==> config.mk <==
export PLATFORM = sky130hd
export DESIGN_NAME = trisc_prog_loader_flat
export DESIGN_NICKNAME = d
export VERILOG_FILES = /design/src/rtl/trisc_pkg.sv /design/src/rtl/trisc_prog_loader_if.sv /design/src/rtl/trisc_pulse_timer.sv /design/src/rtl/trisc_prog_loader.sv /design/src/flat_wrapper.sv
export SDC_FILE = /design/constraint.sdc
export NUM_CORES = 1
export LEC_CHECK = 0
export ABC_AREA = 1
export BUFFER_PORTS_ARGS = -buffer_cell sky130_fd_sc_hd__buf_2
export CAP_MARGIN = 20
export CORE_UTILIZATION = 51
export DETAILED_ROUTE_END_ITERATION = 10
export PLACE_DENSITY_LB_ADDON = 0.25
export SKIP_CTS_REPAIR_TIMING = 1
export SKIP_LAST_GASP = 1
export SLEW_MARGIN = 20
export SYNTH_ARGS = -nofsm -noshare
export SYNTH_HDL_FRONTEND = slang
export SYNTH_SLANG_ARGS = --single-unit
==> constraint.sdc <==
create_clock -name SysClock -period 1.9 [get_ports SysClock]
set_input_delay 0.19 -clock SysClock [delete_from_list [all_inputs] [get_ports SysClock]]
set_output_delay 0.19 -clock SysClock [all_outputs]
set_load 0.1 [all_outputs]
==> src/rtl/trisc_pkg.sv <==
// rtl/trisc_pkg.sv - shared loader state encoding and key idle level
package trisc_pkg;
  typedef enum logic [2:0] {
    IDLE,
    CLEAR,
    WAIT,
    W_LO,
    W_HI,
    A_LO,
    A_HI,
    FIN
  } load_state_t;

  // Key-level pins (ClockIn, ClearAddGen, RW) rest high; the active level is 0.
  localparam logic KEY_IDLE = 1'b1;
endpackage

==> src/rtl/trisc_prog_loader_if.sv <==
// rtl/trisc_prog_loader_if.sv - program byte stream between the source and the loader
interface trisc_prog_loader_if #(
  parameter int DATA_W = 8
);
  logic              s_valid;
  logic              s_ready;
  logic [DATA_W-1:0] s_data;
  logic              s_last;

  modport master (output s_valid, output s_data, output s_last, input s_ready);
  modport slave  (input s_valid, input s_data, input s_last, output s_ready);
endinterface

==> src/rtl/trisc_pulse_timer.sv <==
// rtl/trisc_pulse_timer.sv - loadable down-counter timing the loader phases
module trisc_pulse_timer #(
  parameter int W = 3
) (
  input  logic         SysClock,
  input  logic         Reset,
  input  logic         load,
  input  logic [W-1:0] load_val,
  output logic         done
);
  logic [W-1:0] cnt;

  always_ff @(posedge SysClock or negedge Reset) begin
    if (!Reset) begin
      cnt <= '0;
    end else if (load) begin
      cnt <= load_val;
    end else if (cnt != '0) begin
      cnt <= cnt - 1'b1;
    end
  end

  // Loading N-1 on phase entry makes the phase last N cycles.
  assign done = (cnt == '0);
endmodule

==> src/rtl/trisc_prog_loader.sv <==
// rtl/trisc_prog_loader.sv - streams program bytes into the TRISC RAM via its key-level program pins
module trisc_prog_loader
  import trisc_pkg::*;
#(
  parameter int DATA_W  = 8,
  parameter int DEPTH   = 16,
  parameter int PULSE_W = 4,
  parameter int RST_W   = 2
) (
  input  logic               SysClock,
  input  logic               Reset,
  input  logic               Start,
  trisc_prog_loader_if.slave prog,
  output logic               Mode,
  output logic               ClockIn,
  output logic               ClearAddGen,
  output logic               RW,
  output logic [DATA_W-1:0]  DataIn,
  output logic               CpuReset,
  output logic               Busy,
  output logic               Done,
  output logic               Overflow,
  output logic [4:0]         Count
);
  localparam int TMAX = (PULSE_W > RST_W) ? PULSE_W : RST_W;
  localparam int TW   = $clog2(TMAX + 1);
  localparam logic [TW-1:0] PULSE_LD = TW'(PULSE_W - 1);
  localparam logic [TW-1:0] RST_LD   = TW'(RST_W - 1);

  load_state_t   state, state_n;
  logic          ph_done, hs, full, last_q, tmr_load;
  logic [TW-1:0] tmr_val;

  assign prog.s_ready = (state == WAIT);
  assign hs           = prog.s_valid && (state == WAIT);
  assign full         = (Count == 5'(DEPTH));
  assign tmr_load     = (state_n != state);
  assign tmr_val      = (state_n == FIN) ? RST_LD : PULSE_LD;

  trisc_pulse_timer #(.W(TW)) u_timer (
    .SysClock (SysClock),
    .Reset    (Reset),
    .load     (tmr_load),
    .load_val (tmr_val),
    .done     (ph_done)
  );

  always_ff @(posedge SysClock or negedge Reset) begin
    if (!Reset) state <= IDLE;
    else        state <= state_n;
  end

  always_comb begin
    state_n = state;
    case (state)
      IDLE:  if (Start) state_n = CLEAR;
      CLEAR: if (ph_done) state_n = WAIT;
      // Once the RAM is full, bytes are drained without pulses until s_last.
      WAIT: begin
        if (hs) begin
          if (!full)              state_n = W_LO;
          else if (prog.s_last)   state_n = FIN;
        end
      end
      W_LO:  if (ph_done) state_n = W_HI;
      W_HI:  if (ph_done) state_n = A_LO;
      A_LO:  if (ph_done) state_n = A_HI;
      A_HI:  if (ph_done) state_n = last_q ? FIN : WAIT;
      FIN:   if (ph_done) state_n = IDLE;
      default: state_n = IDLE;
    endcase
  end

  // Pin levels are registered from the next state so they line up with the state register.
  always_ff @(posedge SysClock or negedge Reset) begin
    if (!Reset) begin
      Mode        <= 1'b0;
      ClockIn     <= KEY_IDLE;
      ClearAddGen <= KEY_IDLE;
      RW          <= KEY_IDLE;
      CpuReset    <= 1'b0;
      Busy        <= 1'b0;
    end else begin
      Mode        <= !(state_n inside {IDLE, FIN});
      ClockIn     <= (state_n == W_LO || state_n == A_LO) ? ~KEY_IDLE : KEY_IDLE;
      ClearAddGen <= (state_n == CLEAR) ? ~KEY_IDLE : KEY_IDLE;
      RW          <= (state_n == W_LO || state_n == W_HI) ? ~KEY_IDLE : KEY_IDLE;
      CpuReset    <= (state_n != IDLE);
      Busy        <= (state_n != IDLE);
    end
  end

  always_ff @(posedge SysClock or negedge Reset) begin
    if (!Reset) begin
      DataIn   <= '0;
      last_q   <= 1'b0;
      Count    <= '0;
      Done     <= 1'b0;
      Overflow <= 1'b0;
    end else begin
      if (state == IDLE && Start) begin
        Done     <= 1'b0;
        Overflow <= 1'b0;
        Count    <= '0;
      end
      if (hs && !full) begin
        DataIn <= prog.s_data;
        last_q <= prog.s_last;
      end
      if (hs && full)             Overflow <= 1'b1;
      if (state == A_HI && ph_done) Count  <= Count + 5'd1;
      if (state == FIN && ph_done)  Done   <= 1'b1;
    end
  end
endmodule

==> src/flat_wrapper.sv <==
// flat-port wrapper written by rule: the top's interface ports become plain ports
module trisc_prog_loader_flat import trisc_pkg::*;
#(
  parameter int DATA_W  = 8,
  parameter int DEPTH   = 16,
  parameter int PULSE_W = 4,
  parameter int RST_W   = 2
)
  (SysClock, Reset, Start, Mode, ClockIn, ClearAddGen, RW, DataIn, CpuReset, Busy, Done, Overflow, Count, prog_s_valid, prog_s_data, prog_s_last, prog_s_ready);
  trisc_prog_loader_if #(.DATA_W(DATA_W)) prog_i ();
  input  logic SysClock;
  input  logic Reset;
  input  logic Start;
  output logic Mode;
  output logic ClockIn;
  output logic ClearAddGen;
  output logic RW;
  output logic [DATA_W-1:0] DataIn;
  output logic CpuReset;
  output logic Busy;
  output logic Done;
  output logic Overflow;
  output logic [4:0] Count;
  input wire logic [$bits(prog_i.s_valid)-1:0] prog_s_valid;
  input wire logic [$bits(prog_i.s_data)-1:0] prog_s_data;
  input wire logic [$bits(prog_i.s_last)-1:0] prog_s_last;
  output wire logic [$bits(prog_i.s_ready)-1:0] prog_s_ready;
  assign prog_i.s_valid = prog_s_valid;
  assign prog_i.s_data = prog_s_data;
  assign prog_i.s_last = prog_s_last;
  assign prog_s_ready = prog_i.s_ready;
  trisc_prog_loader #(.DATA_W(DATA_W), .DEPTH(DEPTH), .PULSE_W(PULSE_W), .RST_W(RST_W)) u_core (.SysClock(SysClock), .Reset(Reset), .Start(Start), .prog(prog_i), .Mode(Mode), .ClockIn(ClockIn), .ClearAddGen(ClearAddGen), .RW(RW), .DataIn(DataIn), .CpuReset(CpuReset), .Busy(Busy), .Done(Done), .Overflow(Overflow), .Count(Count));
endmodule
Yosys cells after proc, flatten, opt, wreduce, memory -nomap -nowiden
Index checks and enable logic that the tools add are counted.
{"block": "classes", "addsub": 2, "multipliers": 0, "div": 0, "magnitude_cmp": 0, "eq_ne": 14, "shifts": 0, "mux": 23, "bitwise_logic": 0, "reduce_logical": 20}
{"cell": "3-bit two-way mux", "n": 13}
{"cell": "3-bit case mux with 8 select lines", "n": 1}
{"cell": "3-bit equality test (second input constant)", "n": 7}
{"cell": "5-bit two-way mux", "n": 2}
{"cell": "2-bit nonzero test", "n": 5}
{"cell": "3-bit by 2-bit equality test with 1-bit output (second input constant)", "n": 3}
{"cell": "3-bit zero test", "n": 3}
{"cell": "3-bit by 1-bit equality test with 1-bit output (second input constant)", "n": 2}
{"cell": "1-bit logical AND", "n": 6}
{"cell": "1-bit two-way mux", "n": 6}
{"cell": "3-bit nonzero test", "n": 2}
{"cell": "5-bit by 1-bit adder with 5-bit output (second input constant)", "n": 1}
{"cell": "5-bit equality test (second input constant)", "n": 1}
{"cell": "3-bit != test", "n": 1}
{"cell": "3-bit by 1-bit subtractor with 3-bit output (second input constant)", "n": 1}
{"cell": "1-bit zero test", "n": 2}
{"cell": "1-bit logical OR", "n": 2}
{"cell": "2-bit two-way mux", "n": 1}
{"block": "word_totals", "register_bits": 27, "latchBits": 0, "ramBits": 0, "mem_bits_ro": 0, "in_bits": 13, "mem_count": 0}

Logic depth before layout (Yosys ltp)
Gate-level depths: netlist of run 1.
{"block": "logic_depth", "depth_word": 7, "ltp_mapped": 12, "mapped_depth_nobuf": 12}

Cells and area by module
A second synthesis of run 1 with hierarchy kept.
{"block": "unflattened", "hier_cells": 171, "area_unflattened_um2": 1397.6}
{"mod": "trisc_prog_loader", "instances": 1, "cells_each": 139, "area_per_inst_um2": 1189.9, "seq_area_each_um2": 604.3}
{"mod": "trisc_pulse_timer", "instances": 1, "cells_each": 32, "area_per_inst_um2": 207.7, "seq_area_each_um2": 75.1}

Least setup slack after synthesis of run 1
Ideal clock, no wire load.
{"block": "synth_timing", "path_type": "register to register", "from": "register u_core.Count[0]", "to": "register u_core.u_timer.cnt[1]", "setup_time_ns": 0.116, "t_arrival_ns": 2.017, "required_ns": 1.784, "path_slack_ns": -0.233, "stages_incl_launch_ff": 13, "path_buffers": 0, "synth_period_minus_slack_ns": 2.133, "path_cell_list": "dfrtp_1 -> inv_1 -> ha_1 -> nand2_1 -> inv_1 -> nand3_1 -> nand2_1 -> nand3_2 -> nand2_1 -> a21oi_2 -> nand2_1 -> nand2_1 -> nand2_1"}
{"block": "synth_between", "elab_chain_cells": 7}
{"item": "from (decl)", "line_no": "trisc_prog_loader.sv:23", "source": "output logic [4:0] Count"}
{"item": "from (signal assigned)", "line_no": "trisc_prog_loader.sv:111", "source": "if (state == A_HI && ph_done) Count <= Count + 5'd1;"}
{"item": "5-bit equality test (*)", "line_no": "trisc_prog_loader.sv:36", "source": "assign full = (Count == 5'(DEPTH));"}
{"item": "3-bit two-way mux (*)", "line_no": "trisc_prog_loader.sv:61", "source": "if (!full) state_n = W_LO;"}
{"item": "3-bit two-way mux (*)", "line_no": "trisc_prog_loader.sv:60", "source": "if (hs) begin"}
{"item": "3-bit case mux with 8 select lines (*)", "line_no": "trisc_prog_loader.sv:55", "source": "case (state)"}
{"item": "3-bit equality test", "line_no": "trisc_prog_loader.sv:38", "source": "assign tmr_val = (state_n == FIN) ? RST_LD : PULSE_LD;"}
{"item": "2-bit two-way mux", "line_no": "trisc_prog_loader.sv:38"}
{"item": "3-bit two-way mux", "line_no": "trisc_pulse_timer.sv:16", "source": "end else if (load) begin"}
{"item": "to (signal assigned)", "line_no": "trisc_pulse_timer.sv:17", "source": "cnt <= load_val;"}
{"item": "to (signal assigned)", "line_no": "trisc_pulse_timer.sv:19", "source": "cnt <= cnt - 1'b1;"}
{"item": "to (decl)", "line_no": "trisc_pulse_timer.sv:11", "source": "logic [W-1:0] cnt;"}
Mark *: on every way between the ends. The rest lies on a longest branch, timed or not.
A chain may end at the register's enable or synchronous reset.

Worst setup path in the final report of run 1
{"block": "layout_timing", "from": "register u_core.u_timer.cnt[0]", "to": "register u_core.Mode"}
{"block": "layout_between", "elab_chain_cells": 6}
{"item": "3-bit zero test (*)", "line_no": "trisc_pulse_timer.sv:24", "source": "assign done = (cnt == '0);"}
{"item": "3-bit two-way mux, or another cell as far along", "line_no": "trisc_prog_loader.sv:69", "source": "FIN: if (ph_done) state_n = IDLE;"}
{"item": "3-bit case mux with 8 select lines (*)", "line_no": "trisc_prog_loader.sv:55"}
{"item": "3-bit equality test or 3-bit zero test (tied branches)", "line_no": "trisc_prog_loader.sv:84", "source": "Mode <= !(state_n inside {IDLE, FIN});"}
{"item": "2-bit nonzero test (*)", "line_no": "trisc_prog_loader.sv:84"}
{"item": "1-bit zero test (*)", "line_no": "trisc_prog_loader.sv:84"}
{"item": "to (signal assigned)", "line_no": "trisc_prog_loader.sv:84"}
{"item": "to (decl)", "line_no": "trisc_prog_loader.sv:14", "source": "output logic Mode,"}
Marked as above.

==> flow_summary.ini, run 1 <==
[route]
via_count = 1059
first_pass_iters = 4
dr.first_iter.drc_count = 12
ant_nets = 0
totalWireLength_mm = 2.58
viasPerCell = 5.09
post_drt_wl_per_cell_um = 12.4
drc_errors = 0

[placed_design]
portBuffers = 34
preCtsSetupSlack_ns = 0.149
dpl.hpwl_mm = 1.98
gp_congestion = 0.901

[synth]
synth_warnings = 0
yosys.area_share.xor_xnor_pct = 3.24
yosysTopAreaCellShare_pct = 44.5
synth_nets = 158
synth_top_family_by_area = simple AND/OR/NAND/NOR gates
syn_avg_cell_area_um2 = 9.57
synth_area_mm2 = 0.00135
synth_top_cell_by_area = dfrtp_1
synth-seq-area-share_pct = 50.3
synth_seq_cells = 27
yosys.area_share.simple_pct = 23.0
synth_fa_ha_area_share_pct = 3.71
ys.flop_type = dfrtp_1
synth_compound_area_share_pct = 7.14
yosysMostFrequentCell = nand2_1
synthMuxAreaShare_pct = 6.67
syn_inst = 141
synth-edff-count = 0
ys_top_cells_by_count = nand2_1, dfrtp_1, inv_1
netlist_top_cells_area = dfrtp_1, nand2_1, mux2_2, dfstp_2, inv_1
yosysUniqueCellTypes = 28
async_flop_share_pct = 100

[grt]
grt_max_degree = 28
grt_pass1_vias = 1056
antenna_found_initial = 0
grt_first_pass_wirelength_mm = 4.26
overflow = 0
grt_usage_pct = 20.9

[timing]
finalCritPeriodShare_pct = 92.0
worstMarginPinSlew_ns = 0.600
relSlewSlack_pct = 60.0
final.setup.tns_ns = 0
finalSetupViolCount = 0
period_minus_slack_ns = 1.75
skew_ns = 0.00468
fin_ws_ns = 0.152
finalMaxSlewViolations = 0
rsz0062_at_grt = no
hold_viol_final = 0
fmax_ghz = 0.572

[layout]
num_antenna_cells = 0
fillers = 213
syn2layout_area_growth_pct = 17.6
layout.nets = 196
drive_above_1_share_pct = 38.2

[outcome]
status = finished clean

[clocking]
clkLatencyLatePin_ns = 0.32
htree_levels = 1
cts_tree = yes
cts_num_sinks = 27
root_buffer = clkbuf_4
cts_buffer_depth = 2
cts_buffers = 3
clk_pin_slew_worst_paths_ns = 0.15

[floorplanning]
floorplan.initialDensity_pct = 54.0
pin_count = 35
die_h_um = 53.5
num_rows = 18
core-area_mm2 = 0.00250
die_x_um = 53.5
die_area_mm2 = 0.00286

[worst_setup_path]
path_cells = inv_1 -> ha_1 -> nand2_4 -> inv_2 -> nand2_1 -> xor2_1 -> nand4_1 -> o21a_1
crit_path_end_kind = flop
worst_path_largest_cell_delay_ns = 0.39
critPathTopFamily = flip-flops
critPathKind = flop to flop
worst-path-buf-inv = 2
worstPathArrival_ns = 1.98
cp_slowest_cell = dfrtp_1
cp.required_ns = 2.13
start_kind = flop
cp_max_fo = 8

[min_path]
worstHoldPathType = input port to flop

[job]
cap_viol_max_count = 0
routing by layer:
metal | GRT usage [%] | vias to the layer above | share of wire [%]
li1 | - | 534 | -
met1 | 23.9 | 501 | 44
met2 | 37.5 | 22 | 51
met3 | 4.60 | 2 | 3.9
met4 | 7.02 | 0 | 0.47
met5 | 0 | - | 0
placed cells by master, fill, tap and decap left out, types with 2 or more instances in the layout:
cell type  instances
nand4_1            3
nand3_2            4
dfstp_2            3
dfrtp_1           22
mux2_2             8
ha_1               4
nand3_1           10
dfrtp_2            2
nor2_2             3
o21ai_1            2
inv_1             14
clkbuf_4           3
nand2_2            2
inv_2              4
nand2_1           29
xor2_1             5
nor2_1             7
buf_2             34
o21ai_0            7
cell families (layout without fill, tap and decap cells):
kind of cell,after synthesis,count (layout)
and+or+nand+nor,62,62
muxes,8,8
DFF,27,27
AOI/OAI and AO/OA,15,15
adders and majority gates,4,4
buffers and inverters,20,57
xor gates and xnor gates,5,5
through the flow:
step / util, % / hold slack, ns / instance area (um2) / instances
after floorplan: - / -0.106 / 1350 / 141
after global placement: 61.9 / 0.223 / 1550 / 203
after detailed placement: 61.9 / 0.232 / 1550 / 203
after CTS: 63.1 / -0.135 / 1580 / 207
after global routing: 63.5 / 0.0602 / 1590 / 208
final: 63.5 / 0.0875 / 1590 / 208
sequential cells by signal (all words and copies together), names as in the netlist:
register	cells
u_core.state	3
u_core.Overflow	1
u_core.ClockIn	1
u_core.u_timer.cnt	3
u_core.Mode	1
u_core.RW	1
u_core.DataIn	8
u_core.last_q	1
u_core.CpuReset	1
u_core.Done	1
u_core.Count	5
u_core.ClearAddGen	1
worst register-to-register path: stages (launching register included):
cell and delay (ns):
dfrtp_1 0.39, inv_1 0.11, ha_1 0.22, nand2_4 0.10, inv_2 0.11, nand2_1 0.07
xor2_1 0.28, nand4_1 0.17, o21a_1 0.21
area by class of cell:
type	count	area, um2	area share (%)
Clock inverter	1	7.51	0.473
Sequential cell	27	682	42.9
Tap cell	30	37.5	2.36
Clock buffer	3	22.5	1.42
Timing Repair Buffer	35	180	11.3
Multi-Input combinational cell	94	591	37.2
Inverter	18	67.6	4.26
final timing paths:
path	cells after the start	slack [ns]	end	start
worst min register to register	1	0.51	u_core.Overflow	u_core.Overflow
min in group asynchronous	2	0.38	u_core.u_timer.cnt[0]	Reset
worst min-delay path	2	0.09	u_core.DataIn[0]	prog_s_data[0]
max in group asynchronous	2	1.10	u_core.Count[0]	Reset
worst max register to register	8	0.15	u_core.Mode	u_core.u_timer.cnt[0]
worst max-delay path	8	0.15	u_core.Mode	u_core.u_timer.cnt[0]
Power of run 1 is left out: the tool's default activity adds up to more than one toggle a clock period on the data nets, which glitch-free logic cannot reach.
==> run 2: changes to the inputs <==
- CELL_PAD_IN_SITES_DETAIL_PLACEMENT: unset -> 1
- CELL_PAD_IN_SITES_GLOBAL_PLACEMENT: unset -> 2
- CORE_UTILIZATION: 51 -> 31
==> flow_summary.ini, run 2 (same netlist as run 1, synthesis figures left out) <==
[clocking]
clkLatencyLatePin_ns = 0.28
htree_levels = 1
clk_pin_slew_worst_paths_ns = 0.10
cts_tree = yes
cts_buffer_depth = 2
cts_num_sinks = 27
root_buffer = clkbuf_8
cts_buffers = 3

[worst_setup_path]
worst-path-buf-inv = 2
worst_path_largest_cell_delay_ns = 0.47
reg2reg_from = u_core.u_timer.cnt[0]
critPathKind = flop to output pin
rr_worst_depth = 8
critPathTopFamily = buffers and inverters
crit_path_end_kind = output pin
path_cells = nor2_2 -> nand2_2 -> inv_1 -> buf_2
cp_max_fo = 6
rrSetupSlack_ns = 0.25
cp.required_ns = 1.71
start_kind = flop
r2r-end = u_core.Mode
cp_slowest_cell = dfrtp_1
worstPathArrival_ns = 1.50

[placed_design]
dpl.hpwl_mm = 2.41
gp_congestion = 0.716
portBuffers = 34
preCtsSetupSlack_ns = 0.174

[timing]
fin_ws_ns = 0.210
final.setup.tns_ns = 0
finalCritPeriodShare_pct = 88.9
finalMaxSlewViolations = 0
period_minus_slack_ns = 1.69
relSlewSlack_pct = 58.8
fmax_ghz = 0.592
finalSetupViolCount = 0
hold_viol_final = 0
rsz0062_at_grt = no
skew_ns = 0.00275
worstMarginPinSlew_ns = 0.618

[floorplanning]
die_h_um = 68.0
die_area_mm2 = 0.00462
core-area_mm2 = 0.00409
num_rows = 23
pin_count = 35
floorplan.initialDensity_pct = 33.0
die_x_um = 68.0

[route]
first_pass_iters = 4
totalWireLength_mm = 3.05
via_count = 1068
dr.first_iter.drc_count = 31
viasPerCell = 4.68
drc_errors = 0
post_drt_wl_per_cell_um = 13.4
ant_nets = 0

[grt]
grt_usage_pct = 15.0
grt_busiest_layer = met2
grt_first_pass_wirelength_mm = 5.09
grt_pass1_vias = 1074
grt_max_degree = 28
antenna_found_initial = 0
grt_use_met3_pct = 2.67
use_met1_pct = 17.7
met2_usage_pct = 27.5
overflow = 0

[layout]
drive_above_1_share_pct = 38.8
syn2layout_area_growth_pct = 21.4
largest_reg_flops = 8
num_antenna_cells = 0
mostFrequentLayoutCell = buf_2
final_cell_mix = buf_2, nand2_1, dfrtp_1
layout.nets = 196
reg.largest.list = u_core.DataIn (8), u_core.Count (5)
fillers = 509
final_util_pct = 40.1
top_register = u_core.DataIn

[outcome]
status = finished clean

[min_path]
hold_path_end = u_core.DataIn[0]
worstHoldPathType = input port to flop
min_from = prog_s_data[0]
worstHoldPathCells = 2

[job]
cap_viol_max_count = 0
run 2: cell counts in the layout (fill, tap and decap cells not counted):
Identical to the previous run, type by type.
run 2: cell type report:
| class | instances | area [um2] | share of cell area (%) |
|---|---|---|---|
| multi-input combinational | 94 | 598 | 36.5 |
| inverter | 18 | 67.6 | 4.12 |
| tap | 50 | 62.6 | 3.82 |
| clock buffer | 3 | 41.3 | 2.52 |
| timing repair buffer | 35 | 180 | 11.0 |
| sequential | 27 | 682 | 41.6 |
| clock inverter | 1 | 7.51 | 0.458 |
run 2: metal layers:
layer / vias up / wire (um) / part of all wire [%]
li1: 529 / - / -
met1: 524 / 1300 / 43
met4: 0 / 25 / 0.82
met5: - / 0 / 0
met2: 11 / 1650 / 54
met3: 4 / 75 / 2.5
run 2: worst max-delay path by stage:
stage	from	to	slack [ns]	cells after the start
after floorplan	u_core.Count[4]	u_core.DataIn[0]	0.02	5
after global placement	u_core.u_timer.cnt[0]	u_core.Mode	0.18	8
after detailed placement	u_core.u_timer.cnt[0]	u_core.Mode	0.17	8
after CTS	u_core.u_timer.cnt[0]	u_core.Mode	0.16	8
after global routing	u_core.u_timer.cnt[0]	u_core.RW	0.07	10
final	u_core.state[0]	prog_s_ready	0.21	4
run 2: stage by stage:
step	hold slack [ns]	cell area [um2]	std cells
4_1_cts	-0.0638	1620	227
6_report	0.133	1640	228
3_5_place_dp	0.244	1570	223
5_1_grt	0.139	1640	228
2_1_floorplan	-0.106	1350	141
3_3_place_gp	0.237	1570	223
Power of run 2 is left out for the same reason.
==> run 3: changes to the inputs <==
- ABC_AREA: 1 -> unset
- CORE_UTILIZATION: 31 -> 34
==> flow_summary.ini, run 3 <==
[layout]
reg.largest.list = u_core.DataIn (8), u_core.Count (5)
layout.nets = 174
drive_above_1_share_pct = 40.4
largest_reg_flops = 8
syn2layout_area_growth_pct = 18.5
final_cell_mix = buf_2, dfrtp_1, nand2_1
fillers = 462
num_antenna_cells = 0
top_register = u_core.DataIn
mostFrequentLayoutCell = buf_2

[synth]
syn_inst = 120
async_flop_share_pct = 100
yosys.area_share.simple_pct = 18.0
ys.flop_type = dfrtp_1
synth_top_cell_by_area = dfrtp_1
synth-edff-count = 0
synth_warnings = 0
synth_compound_area_share_pct = 11.3
synth_top_family_by_area = simple AND/OR/NAND/NOR gates
synth_fa_ha_area_share_pct = 3.50
yosysUniqueCellTypes = 43
yosys.area_share.xor_xnor_pct = 2.45
ys_top_cells_by_count = dfrtp_1, nand2_1, mux2_4
yosysTopAreaCellShare_pct = 42.0
synth_nets = 137
synth-seq-area-share_pct = 47.5
syn_avg_cell_area_um2 = 11.9
synth_area_mm2 = 0.00143
netlist_top_cells_area = dfrtp_1, mux2_4, dfstp_2, ha_1, o21ai_0
synthMuxAreaShare_pct = 12.3
yosysMostFrequentCell = dfrtp_1
synth_seq_cells = 27

[worst_setup_path]
cp_max_fo = 7
rr_worst_depth = 5
cp.required_ns = 2.06
reg2reg_from = u_core.u_timer.cnt[0]
rrSetupSlack_ns = 0.15
worst-path-buf-inv = 1
critPathTopFamily = simple AND/OR/NAND/NOR gates
start_kind = flop
r2r-end = u_core.CpuReset
worst_path_largest_cell_delay_ns = 0.41
worstPathArrival_ns = 1.91
path_cells = inv_1 -> ha_1 -> nor2b_1 -> o2111ai_2 -> nand2b_1
crit_path_end_kind = flop
cp_slowest_cell = nor2b_1
critPathKind = flop to flop

[route]
drc_errors = 0
ant_nets = 0
first_pass_iters = 4
totalWireLength_mm = 3.07
viasPerCell = 5.03
via_count = 1037
dr.first_iter.drc_count = 26
post_drt_wl_per_cell_um = 14.9

[timing]
final.setup.tns_ns = 0
hold_viol_final = 0
fmax_ghz = 0.572
period_minus_slack_ns = 1.75
relSlewSlack_pct = 59.0
skew_ns = 0.00556
worstMarginPinSlew_ns = 0.614
finalCritPeriodShare_pct = 92.0
finalSetupViolCount = 0
finalMaxSlewViolations = 0

[clocking]
clk_pin_slew_worst_paths_ns = 0.09
htree_levels = 1
clkLatencyLatePin_ns = 0.27
root_buffer = clkbuf_8
cts_buffer_depth = 2
cts_buffers = 3
cts_num_sinks = 27
cts_tree = yes

[floorplanning]
die_h_um = 66.9
pin_count = 35
die_x_um = 66.9
floorplan.initialDensity_pct = 35.5
num_rows = 23
core-area_mm2 = 0.00403
die_area_mm2 = 0.00447

[outcome]
status = finished clean

[min_path]
worstHoldPathType = input port to flop
min_from = prog_s_data[6]
hold_path_end = u_core.DataIn[6]
worstHoldPathCells = 2

[placed_design]
portBuffers = 34
dpl.hpwl_mm = 2.35
gp_congestion = 0.764

[grt]
grt_max_degree = 28
grt_first_pass_wirelength_mm = 5.08
overflow = 0
grt_usage_pct = 15.2
grt_pass1_vias = 1034
antenna_found_initial = 0

[job]
cap_viol_max_count = 0
run 3: cell types whose count changed in the layout (fill, tap and decap cells not counted), sizes merged, moves of 2 or more:
cell / previous run / this run
nand4b: 0 / 2
nand4: 3 / 0
inv: 18 / 8
nand2: 32 / 11
xnor2: 0 / 2
a21oi: 1 / 3
xor2: 5 / 2
nand3: 14 / 4
mux2: 8 / 10
mux2i: 0 / 3
and3b: 0 / 2
nor2: 11 / 5
nor2b: 0 / 3
and4bb: 0 / 2
run 3: cells by family (layout without fill, tap and decap cells):
logic type	after synthesis	after routing
AND/OR/NAND/NOR	37	37
flip-flops	27	27
AO/OA/AOI/OAI	23	23
multiplexers	13	13
buffers and inverters	12	48
adder cells (fa/ha/maj)	4	4
XOR/XNOR	4	4
run 3: cell type report:
class | count | area, um2 | share of cell area [%]
sequential | 27 | 683 | 40.3
tap | 50 | 62.6 | 3.69
inverter | 8 | 30.0 | 1.77
timing repair buffer | 36 | 188 | 11.1
multi-input combinational | 81 | 688 | 40.6
clock buffer | 4 | 45.0 | 2.65
run 3: worst max path at each step:
stage                                startpoint          endpoint  slack [ns]  depth (start not counted)
after floorplan                 u_core.state[0]  u_core.DataIn[0]       -0.35                          5
after global placement    u_core.u_timer.cnt[0]   u_core.CpuReset        0.28                          5
after detailed placement  u_core.u_timer.cnt[0]   u_core.CpuReset        0.18                          5
after CTS                 u_core.u_timer.cnt[0]   u_core.CpuReset        0.15                          5
after global routing      u_core.u_timer.cnt[1]   u_core.CpuReset     -0.0003                          5
final                     u_core.u_timer.cnt[0]   u_core.CpuReset        0.15                          5
run 3: stage by stage:
step                utilization, %  setup WS [ns]  instance area, um2  cells  hold slack, ns
floorplan                        -         -0.354                1440    120          -0.106
CTS                           41.7          0.149                1680    205         -0.0553
global route                  42.1      -0.000282                1700    206           0.143
global placement              40.6          0.276                1630    201           0.235
detailed placement            40.6          0.181                1630    201           0.243
finish                        42.1          0.152                1700    206           0.151
run 3: layer usage:
layer | vias up | GRT usage (%) | part of all wire (%) | wire, um
li1 | 494 | - | - | -
met1 | 513 | 21.0 | 49 | 1500
met2 | 28 | 24.4 | 44 | 1360
met3 | 2 | 2.57 | 6.3 | 193
met4 | 0 | 3.99 | 0.46 | 14
met5 | - | 0 | 0 | 0
Power of run 3 is left out for the same reason.
